File: config.mk
export PLATFORM = sky130hd
export DESIGN_NAME = axi4_lite_slave_flat
export DESIGN_NICKNAME = d
export VERILOG_FILES = /design/src/rtl/axi4_lite_pkg.sv /design/src/rtl/axi4_lite_slave_if.sv /design/src/rtl/axi4_lite_regfile.sv /design/src/rtl/axi4_lite_slave.sv /design/src/flat_wrapper.sv
export SDC_FILE = /design/constraint.sdc
export NUM_CORES = 1
export LEC_CHECK = 0
export CORE_MARGIN = 5
export CORE_UTILIZATION = 40
export CTS_CLUSTER_SIZE = 25
export DETAILED_ROUTE_END_ITERATION = 8
export MAX_ROUTING_LAYER = met4
export PLACE_DENSITY = 0.69
export SETUP_SLACK_MARGIN = 0.5
export SYNTH_ARGS = -nofsm -noshare
export SYNTH_HDL_FRONTEND = slang
export SYNTH_SLANG_ARGS = --single-unit
File: constraint.sdc
create_clock -name ACLK -period 1.9 [get_ports ACLK]
set_input_delay 0.285 -clock ACLK [delete_from_list [all_inputs] [get_ports ACLK]]
set_output_delay 0.285 -clock ACLK [all_outputs]
set_load 0.1 [all_outputs]
File: src/rtl/axi4_lite_pkg.sv
// Shared definitions for the AXI4-Lite master/slave pair.
//   ADDR_W / DATA_W : bus widths
//   NUM_REGS, IDX_W : register count and word-index width (bits [ADDR_W-1:2])
//   RESP_*          : AXI response codes
//   wr_state_e, rd_state_e : channel FSM states
package axi4_lite_pkg;
  localparam int ADDR_W   = 4;
  localparam int DATA_W   = 32;
  localparam int IDX_W    = ADDR_W - 2;
  localparam int NUM_REGS = 1 << IDX_W;

  localparam logic [1:0] RESP_OKAY   = 2'b00;
  localparam logic [1:0] RESP_SLVERR = 2'b10;

  typedef enum logic {WR_IDLE, WR_RESP} wr_state_e;
  typedef enum logic {RD_IDLE, RD_DATA} rd_state_e;
endpackage

File: src/rtl/axi4_lite_slave_if.sv
// AXI4-Lite channel bundle (AW, W, B, AR, R).
//   master modport : drives addresses, data, VALIDs and BREADY/RREADY
//   slave  modport : drives AWREADY/WREADY/ARREADY, responses and read data
// Handshake: a transfer happens on a rising ACLK edge where VALID and READY
// are both high; VALID, once raised, is held with its payload until that edge,
// and no READY is ever a combinational function of its VALID.
interface axi4_lite_slave_if;
  import axi4_lite_pkg::*;

  logic [ADDR_W-1:0] AWADDR;
  logic              AWVALID;
  logic              AWREADY;
  logic [DATA_W-1:0] WDATA;
  logic              WVALID;
  logic              WREADY;
  logic [1:0]        BRESP;
  logic              BVALID;
  logic              BREADY;
  logic [ADDR_W-1:0] ARADDR;
  logic              ARVALID;
  logic              ARREADY;
  logic [DATA_W-1:0] RDATA;
  logic [1:0]        RRESP;
  logic              RVALID;
  logic              RREADY;

  modport master (
    output AWADDR, AWVALID, WDATA, WVALID, BREADY, ARADDR, ARVALID, RREADY,
    input  AWREADY, WREADY, BRESP, BVALID, ARREADY, RDATA, RRESP, RVALID
  );

  modport slave (
    input  AWADDR, AWVALID, WDATA, WVALID, BREADY, ARADDR, ARVALID, RREADY,
    output AWREADY, WREADY, BRESP, BVALID, ARREADY, RDATA, RRESP, RVALID
  );
endinterface

File: src/rtl/axi4_lite_regfile.sv
// Bank of NUM_REGS x DATA_W registers.
//   clk, rst_n : clock, asynchronous active-low reset (clears all registers)
//   we, waddr, wdata : synchronous write port
//   raddr -> rdata   : combinational read port (returns pre-edge contents)
//   regs             : all register contents in parallel
module axi4_lite_regfile
  import axi4_lite_pkg::*;
(
  input  logic                             clk,
  input  logic                             rst_n,
  input  logic                             we,
  input  logic [IDX_W-1:0]                 waddr,
  input  logic [DATA_W-1:0]                wdata,
  input  logic [IDX_W-1:0]                 raddr,
  output logic [DATA_W-1:0]                rdata,
  output logic [NUM_REGS-1:0][DATA_W-1:0]  regs
);
  always_ff @(posedge clk or negedge rst_n) begin
    if (!rst_n) begin
      regs <= '0;
    end else if (we) begin
      regs[waddr] <= wdata;
    end
  end

  assign rdata = regs[raddr];
endmodule

File: src/rtl/axi4_lite_slave.sv
// AXI4-Lite slave terminating AW/W/B and AR/R over four 32-bit registers.
//   ACLK, ARESETn  : clock, asynchronous active-low reset
//   bus            : AXI4-Lite channels (slave modport)
//   slv_reg0..3    : register contents
//   wr_state_dbg, rd_state_dbg : current channel FSM states
module axi4_lite_slave
  import axi4_lite_pkg::*;
(
  input  logic                ACLK,
  input  logic                ARESETn,
  axi4_lite_slave_if.slave    bus,
  output logic [DATA_W-1:0]   slv_reg0,
  output logic [DATA_W-1:0]   slv_reg1,
  output logic [DATA_W-1:0]   slv_reg2,
  output logic [DATA_W-1:0]   slv_reg3,
  output wr_state_e           wr_state_dbg,
  output rd_state_e           rd_state_dbg
);
  wr_state_e wr_state, wr_next;
  rd_state_e rd_state, rd_next;

  // Holds every READY low during reset and releases them one edge later.
  logic ready_en;

  logic             aw_got, w_got;
  logic [IDX_W-1:0] awaddr_q;
  logic [DATA_W-1:0] wdata_q;
  logic aw_ready, w_ready, b_valid, do_write, aw_hs, w_hs;
  logic ar_ready, r_valid, ar_hs;

  logic [IDX_W-1:0]  reg_waddr;
  logic [DATA_W-1:0] reg_wdata, reg_rdata;
  logic [NUM_REGS-1:0][DATA_W-1:0] regs;

  // Byte-offset bits are don't-care for word registers.
  logic unused_addr_bits;
  assign unused_addr_bits = ^{bus.AWADDR[1:0], bus.ARADDR[1:0]};

  always_ff @(posedge ACLK or negedge ARESETn) begin
    if (!ARESETn) ready_en <= 1'b0;
    else          ready_en <= 1'b1;
  end

  // ---------------- write channel ----------------
  always_ff @(posedge ACLK or negedge ARESETn) begin
    if (!ARESETn) wr_state <= WR_IDLE;
    else          wr_state <= wr_next;
  end

  always_comb begin
    wr_next  = wr_state;
    aw_ready = 1'b0;
    w_ready  = 1'b0;
    b_valid  = 1'b0;
    do_write = 1'b0;
    unique case (wr_state)
      WR_IDLE: begin
        aw_ready = ready_en & ~aw_got;
        w_ready  = ready_en & ~w_got;
        // Commit once both halves are in hand, counting ones arriving now.
        if ((aw_got | (bus.AWVALID & aw_ready)) &
            (w_got  | (bus.WVALID  & w_ready))) begin
          do_write = 1'b1;
          wr_next  = WR_RESP;
        end
      end
      WR_RESP: begin
        b_valid = 1'b1;
        if (bus.BREADY) wr_next = WR_IDLE;
      end
      default: wr_next = WR_IDLE;
    endcase
  end

  assign aw_hs = bus.AWVALID & aw_ready;
  assign w_hs  = bus.WVALID  & w_ready;

  always_ff @(posedge ACLK or negedge ARESETn) begin
    if (!ARESETn) begin
      aw_got   <= 1'b0;
      w_got    <= 1'b0;
      awaddr_q <= '0;
      wdata_q  <= '0;
    end else if (do_write) begin
      aw_got <= 1'b0;
      w_got  <= 1'b0;
    end else begin
      if (aw_hs) begin
        aw_got   <= 1'b1;
        awaddr_q <= bus.AWADDR[ADDR_W-1:2];
      end
      if (w_hs) begin
        w_got   <= 1'b1;
        wdata_q <= bus.WDATA;
      end
    end
  end

  // Use the live bus value for whichever half completes on the commit edge.
  assign reg_waddr = aw_hs ? bus.AWADDR[ADDR_W-1:2] : awaddr_q;
  assign reg_wdata = w_hs  ? bus.WDATA              : wdata_q;

  assign bus.AWREADY = aw_ready;
  assign bus.WREADY  = w_ready;
  assign bus.BVALID  = b_valid;
  assign bus.BRESP   = RESP_OKAY;

  // ---------------- read channel ----------------
  always_ff @(posedge ACLK or negedge ARESETn) begin
    if (!ARESETn) rd_state <= RD_IDLE;
    else          rd_state <= rd_next;
  end

  always_comb begin
    rd_next  = rd_state;
    ar_ready = 1'b0;
    r_valid  = 1'b0;
    unique case (rd_state)
      RD_IDLE: begin
        ar_ready = ready_en;
        if (bus.ARVALID & ar_ready) rd_next = RD_DATA;
      end
      RD_DATA: begin
        r_valid = 1'b1;
        if (bus.RREADY) rd_next = RD_IDLE;
      end
      default: rd_next = RD_IDLE;
    endcase
  end

  assign ar_hs = bus.ARVALID & ar_ready;

  // Captured from the combinational port, so a same-edge write is not seen.
  always_ff @(posedge ACLK or negedge ARESETn) begin
    if (!ARESETn)   bus.RDATA <= '0;
    else if (ar_hs) bus.RDATA <= reg_rdata;
  end

  assign bus.ARREADY = ar_ready;
  assign bus.RVALID  = r_valid;
  assign bus.RRESP   = RESP_OKAY;

  axi4_lite_regfile u_regfile (
    .clk   (ACLK),
    .rst_n (ARESETn),
    .we    (do_write),
    .waddr (reg_waddr),
    .wdata (reg_wdata),
    .raddr (bus.ARADDR[ADDR_W-1:2]),
    .rdata (reg_rdata),
    .regs  (regs)
  );

  assign slv_reg0 = regs[0];
  assign slv_reg1 = regs[1];
  assign slv_reg2 = regs[2];
  assign slv_reg3 = regs[3];

  assign wr_state_dbg = wr_state;
  assign rd_state_dbg = rd_state;
endmodule

File: src/flat_wrapper.sv
// flat-port wrapper written by rule: the top's interface ports become plain ports
module axi4_lite_slave_flat import axi4_lite_pkg::*;
  (ACLK, ARESETn, slv_reg0, slv_reg1, slv_reg2, slv_reg3, wr_state_dbg, rd_state_dbg, bus_AWADDR, bus_AWVALID, bus_WDATA, bus_WVALID, bus_BREADY, bus_ARADDR, bus_ARVALID, bus_RREADY, bus_AWREADY, bus_WREADY, bus_BRESP, bus_BVALID, bus_ARREADY, bus_RDATA, bus_RRESP, bus_RVALID);
  axi4_lite_slave_if bus_i ();
  input  logic ACLK;
  input  logic ARESETn;
  output logic [DATA_W-1:0] slv_reg0;
  output logic [DATA_W-1:0] slv_reg1;
  output logic [DATA_W-1:0] slv_reg2;
  output logic [DATA_W-1:0] slv_reg3;
  output wr_state_e wr_state_dbg;
  output rd_state_e rd_state_dbg;
  input wire logic [$bits(bus_i.AWADDR)-1:0] bus_AWADDR;
  input wire logic [$bits(bus_i.AWVALID)-1:0] bus_AWVALID;
  input wire logic [$bits(bus_i.WDATA)-1:0] bus_WDATA;
  input wire logic [$bits(bus_i.WVALID)-1:0] bus_WVALID;
  input wire logic [$bits(bus_i.BREADY)-1:0] bus_BREADY;
  input wire logic [$bits(bus_i.ARADDR)-1:0] bus_ARADDR;
  input wire logic [$bits(bus_i.ARVALID)-1:0] bus_ARVALID;
  input wire logic [$bits(bus_i.RREADY)-1:0] bus_RREADY;
  output wire logic [$bits(bus_i.AWREADY)-1:0] bus_AWREADY;
  output wire logic [$bits(bus_i.WREADY)-1:0] bus_WREADY;
  output wire logic [$bits(bus_i.BRESP)-1:0] bus_BRESP;
  output wire logic [$bits(bus_i.BVALID)-1:0] bus_BVALID;
  output wire logic [$bits(bus_i.ARREADY)-1:0] bus_ARREADY;
  output wire logic [$bits(bus_i.RDATA)-1:0] bus_RDATA;
  output wire logic [$bits(bus_i.RRESP)-1:0] bus_RRESP;
  output wire logic [$bits(bus_i.RVALID)-1:0] bus_RVALID;
  assign bus_i.AWADDR = bus_AWADDR;
  assign bus_i.AWVALID = bus_AWVALID;
  assign bus_i.WDATA = bus_WDATA;
  assign bus_i.WVALID = bus_WVALID;
  assign bus_i.BREADY = bus_BREADY;
  assign bus_i.ARADDR = bus_ARADDR;
  assign bus_i.ARVALID = bus_ARVALID;
  assign bus_i.RREADY = bus_RREADY;
  assign bus_AWREADY = bus_i.AWREADY;
  assign bus_WREADY = bus_i.WREADY;
  assign bus_BRESP = bus_i.BRESP;
  assign bus_BVALID = bus_i.BVALID;
  assign bus_ARREADY = bus_i.ARREADY;
  assign bus_RDATA = bus_i.RDATA;
  assign bus_RRESP = bus_i.RRESP;
  assign bus_RVALID = bus_i.RVALID;
  axi4_lite_slave u_core (.ACLK(ACLK), .ARESETn(ARESETn), .bus(bus_i), .slv_reg0(slv_reg0), .slv_reg1(slv_reg1), .slv_reg2(slv_reg2), .slv_reg3(slv_reg3), .wr_state_dbg(wr_state_dbg), .rd_state_dbg(rd_state_dbg));
endmodule
Yosys cells after proc, flatten, opt, wreduce, memory -nomap -nowiden
Index checks and enable logic that the tools add are counted.

Flip-flop bits (word level): 199. Latch bits: 0. Memories kept: 0. Output and inout bits: 171. Memory bits (writable): 0. ROM bits: 0.

Bitwise gates (word level): 15. Shift-type cells: 0. Add/subtract/negate cells: 0. Mux-type cells: 23. Divide/modulo/power cells: 0. Equality and inequality tests: 0. Reduce and logical (&&, ||, !) cells: 3. $mul: 0. Magnitude comparators: 3.

Operator list (count): $bwmux W128 (1); $mux W32 (3); $bmux W32 S2 (1); $demux W32 S2 (1); $mux W1 (14); $and A1 B1 Y1 (9); $lt A2 B3 Y1 const B (2); $not A1 Y1 (4); $pmux W1 S2 (2); $reduce_bool A2 Y1 (2); $ge A2 B1 Y1 const B (1); $mux W2 (1); $or A1 B1 Y1 (2); $logic_and A1 B1 Y1 (1).

Logic depth before layout (Yosys ltp)
Word-level depth: 10. Depth in mapped cells: 6. Gate-level depth less buffers: 4.

Modules after synthesis
From an unflattened synthesis, not the netlist that was laid out.

Cells, all modules: 524. Area total of the unflattened synthesis: 8724.6 um2.

By module, submodules not included: axi4_lite_regfile (area an instance 5504.0 um2, cells each 311, instances 1, sequential area each 3203.1 um2); axi4_lite_slave (area an instance 3220.6 um2, cells each 213, instances 1, sequential area each 1776.7 um2).

Least setup slack after synthesis
Ideal clock, no wire load.

Kind: register to register. From: register u_core.rd_state (netlist: u_core.rd_state_dbg). To: register u_core.bus.RDATA[10]. Data required time: 1.774 ns. Period minus slack after synthesis: 3.293 ns. Setup time: 0.126 ns. Arrival time: 3.167 ns. Stages on the path, launching flop included: 5. Buffers on the path: 1. Path slack: -1.393 ns. Cell sequence: dfrtp_1 nor2_1 nand2_1 buf_1 mux2_2.

Longest elaborated chain between the ends: 2.

Ends and longest elaborated chain: from (decl) (line axi4_lite_slave.sv:20) `rd_state_e rd_state, rd_next;`; from (signal assigned) (line axi4_lite_slave.sv:111) `else rd_state <= rd_next;`; $mux W1 (line axi4_lite_slave.sv:118) `unique case (rd_state)`; named net bus_ARREADY (line flat_wrapper.sv:25) `output wire logic [$bits(bus_i.ARREADY)-1:0] bus_ARREADY;`; $and A1 B1 Y1 (line axi4_lite_slave.sv:131) `assign ar_hs = bus.ARVALID & ar_ready;`; to (signal assigned) (line axi4_lite_slave.sv:136) `else if (ar_hs) bus.RDATA <= reg_rdata;`; to (decl) (line axi4_lite_slave_if.sv:34) `output AWREADY, WREADY, BRESP, BVALID, ARREADY, RDATA, RRESP, RVALID`.

The timed path passes the listed nets, and every way through them passes these cells. A chain may end at the register's enable or synchronous reset.

Worst setup path after layout
From: register u_core.ready_en. To: register u_core.u_regfile.regs[26] (netlist bit).

Longest elaborated chain between the ends: 9. Elaborated cells between the ends (all ways): 21.

Ends and longest elaborated chain: from (decl) (line axi4_lite_slave.sv:23) `logic ready_en;`; from (signal assigned) (line axi4_lite_slave.sv:40) `if (!ARESETn) ready_en <= 1'b0;`; from (signal assigned) (line axi4_lite_slave.sv:41) `else ready_en <= 1'b1;`; $and A1 B1 Y1 (line axi4_lite_slave.sv:58) `aw_ready = ready_en & ~aw_got;`; $mux W1 (line axi4_lite_slave.sv:56) `unique case (wr_state)`; $and A1 B1 Y1 (line axi4_lite_slave.sv:75) `assign aw_hs = bus.AWVALID & aw_ready;`; $mux W2 (line axi4_lite_slave.sv:100) `assign reg_waddr = aw_hs ? bus.AWADDR[ADDR_W-1:2] : awaddr_q;`; $lt A2 B3 Y1 (not written as such) / $ge A2 B1 Y1 (equally long branches) (line axi4_lite_regfile.sv:22) `regs[waddr] <= wdata;`; $logic_and A1 B1 Y1 (not written as such) (line axi4_lite_regfile.sv:22); $mux W32 (not written as such) (line axi4_lite_regfile.sv:22); $demux W32 S2 (line axi4_lite_regfile.sv:22); $bwmux W128 (line axi4_lite_regfile.sv:22); to (signal, indexed assignment) (line axi4_lite_regfile.sv:22); to (decl) (line axi4_lite_regfile.sv:16) `output logic [NUM_REGS-1:0][DATA_W-1:0] regs`.

Parallel ways exist; a longest one is shown, timed or not.

==> impl_results.md <==
- Final #Nets: 844
- Unrepaired setup endpoints after global routing: true
- Core Region: 21,890 sq um
- Worst Hold Class: input port to async pin
- Detailed-placement wirelength estimate: 16,230 um
- Via count: 5,769
- Number of core rows: 54
- Kind of start point of the critical path: flip-flop
- PortBufs: 209
- CTS clk-pin slew, worst paths: 70 ps
- Post-DR wirelength/cell: 23.64 um
- Max clock buf depth: 2
- Vias in the first global route: 6,224
- Area contributors post-synth: sky130_fd_sc_hd__dfrtp_1 56%, sky130_fd_sc_hd__mux2_2 21%, sky130_fd_sc_hd__mux2_4 10%
- DRC violation count after routing: 0
- Synth Instances: 529
- First DRT Iteration DRCs: 284
- RR Startpoint: u_core.ready_en
- GR Overflow Total: 0
- Clock tree root buffer cell: sky130_fd_sc_hd__clkbuf_16
- Achievable Freq: ~0.47 GHz
- Seq/Total Area, Yosys: 0.5573
- Initial antenna violation count: 0
- Synth top area share: 0.5573
- Final core utilization: 0.6235
- Data arrival time of the worst path: 2440 ps
- Die Wd: 159.5 um
- Total track usage: 0.1927
- Post-synth design cell area: 8935 sq um
- Detailed-router iteration count before antenna repair: 4
- Die area: 25,430 sq um
- Minimum period implied by the final worst setup slack: around 2100 ps
- Final WL: 25,760 um
- Mean cell area of the mapped netlist: between 15 and 20 sq um
- Slowest cell on the critical path: sky130_fd_sc_hd__dfrtp_1
- Wire length of the first global-routing pass: approximately 37,000 um
- Fraction of the cycle the final worst path needs: 1.123
- Final Setup Violations: 164
- Cells along the critical path: nor4bb_4 -> buf_4 -> buf_12 -> or3_4 -> a21oi_4 -> buf_6 -> clkbuf_16 -> mux2_2
- Number of buffers inserted during clock tree synthesis: 17
- Failing checks: setup timing
- Worst Reg-to-Reg Cells: 8
- Number of distinct library cells after synthesis: 30
- Routed via count divided by cell count: 5.293
- Clock skew: 10.74 ps
- Slowest cell delay on critical path: 410 ps
- Register bit count reported by yosys: 199
- Pins over their slew limit: 0
- Endpoint required time on the critical path: 2210 ps
- Starting utilization of the core area: 0.4082
- Final hold viol count: 0
- Max Fanout on Critical Path: 8
- Critical setup path kind: flip-flop to flip-flop
- Number of clock sinks: 199
- Outcome: complete, but fails checks
- Deepest level of the CTS H-tree: 4
- TritonCTS clock tree: built
- Worst R2R Setup Slack: -230 ps
- Count of max-cap constraint violations: 0
- Chip Height: 159.5 um
- Synth warn: 0
- Pin count of the biggest net entering global routing: between 50 and 60
- Post-Place Setup Slack: -419.9 ps
- Skew-Pair Late Insertion Delay: 430 ps
- Leading area contributor after synthesis: sky130_fd_sc_hd__dfrtp_1
- Number of antenna diodes: 0
- Antenna-violating nets left: 0
- Final WS setup: -233.9 ps
- Share of cells above drive strength 1: 0.6975
- Gp weighted congestion: just over 0.8
- Worst reg2reg endpoint: u_core.u_regfile.regs[26]
- Setup crit end kind: flip-flop
- Relative area change from synthesis to final layout: 52.77%
- Post-Route Hold Slack: 356.9 ps
- IO Count: 218
==> cell type report <==
class                           instances  area (sq um)
Clock buffer                           20         456.7
Sequential cell                       199          5006
Multi-Input combinational cell        295          4195
Inverter                                3         13.76
Fill cell                            1581          8242
Timing Repair Buffer                  281          3463
Clock inverter                         12         163.9
Tap cell                              280         350.3
==> through the flow <==
stage          TNS (ps)  area [sq um]  cells
3_3_place_gp     -60390         11480   1023
6_report         -29700         13650   1090
3_5_place_dp     -58950         11480   1023
2_1_floorplan    -38190          9159    532
4_1_cts          -27510         12410   1067
5_1_grt          -39010         13650   1090
==> worst max-delay path by stage <==
stage	startpoint	end	slack [ps]	depth (start not counted)
finish	u_core.ready_en	u_core.u_regfile.regs[26]	-230	8
global route	u_core.wr_state_dbg	u_core.u_regfile.regs[33]	-290	8
CTS	u_core.ready_en	u_core.u_regfile.regs[11]	-220	8
detailed placement	bus_AWVALID	u_core.u_regfile.regs[20]	-420	7
global placement	bus_AWVALID	u_core.u_regfile.regs[15]	-430	7
floorplan	u_core.wr_state_dbg	u_core.u_regfile.regs[33]	-270	5
==> per-layer routing <==
metal  global-route usage  vias up  part of all wire  wire (um)
li1                     -     2475                 -          -
met1               0.2525     3079              0.44      11330
met2               0.2982      194              0.49      12540
met3              0.05669       21             0.061       1577
met4              0.04692        0             0.012        319
met5                    -        -                 0          0
==> synthesized netlist by cell type (all sizes together) <==
| library cell | count |
|---|---|
| nand3 | 1 |
| a2bb2oi | 1 |
| conb | 2 |
| mux4 | 32 |
| inv | 3 |
| a21oi | 3 |
| nor2 | 4 |
| clkbuf | 6 |
| buf | 30 |
| nand2 | 4 |
| nor4bb | 1 |
| or3b | 2 |
| nor3b | 1 |
| dfrtp | 199 |
| or3 | 2 |
| or2b | 1 |
| mux2 | 226 |
| a31oi | 1 |
| o21a | 1 |
| a21o | 3 |
| o21ai | 3 |
| nand3b | 3 |
==> logic make-up after synthesis <==
logic type,Yosys count,synth area share
AOI/OAI and AO/OA,12,0.009104
buffers and inverters,39,0.02829
DFF,199,0.5573
muxes,258,0.3907
other,2,0.0008405
and+or+nand+nor,19,0.01372
==> flip-flops by register name (all words and copies together), names as in the netlist <==
signal and cells:
u_core.wr_state_dbg 1, u_core.bus.RDATA 32, u_core.w_got 1, u_core.aw_got 1
u_core.u_regfile.regs 128, u_core.ready_en 1, u_core.awaddr_q 2, u_core.wdata_q 32
u_core.rd_state_dbg 1
==> layout by cell type (no fill, tap or decap), types with 5 or more instances in the layout <==
cell                              synthesis  final
sky130_fd_sc_hd__buf_6                    7     41
sky130_fd_sc_hd__mux4_2                  32     32
sky130_fd_sc_hd__mux2_4                  60    156
sky130_fd_sc_hd__buf_8                    0     40
sky130_fd_sc_hd__clkbuf_16                0     23
sky130_fd_sc_hd__dfrtp_2                  0     15
sky130_fd_sc_hd__conb_1                   2      5
sky130_fd_sc_hd__buf_12                   0     49
sky130_fd_sc_hd__buf_4                   12     98
sky130_fd_sc_hd__mux2_2                 165     70
sky130_fd_sc_hd__dfrtp_1                199    182
sky130_fd_sc_hd__clkdlybuf4s50_1          0     39
==> what timing repair did <==
item	4_1_cts	5_1_grt
buffers inserted	8	16
hold buffers	1	0
gates cloned	3	7
pin swaps	5	7
hold endpoints to repair	42	0
endpoints found under the setup margin	331	349
resized for setup	35	252
==> critical path: cells and delay by family, from the launching register on <==
family,cells,cell delay [ps]
compound gates,1,190
simple gates,2,500
flops,1,410
buf+inv,4,580
mux,1,320
Power is left out: the tool's default activity adds up to more than one toggle a clock period on the data nets, which glitch-free logic cannot reach.
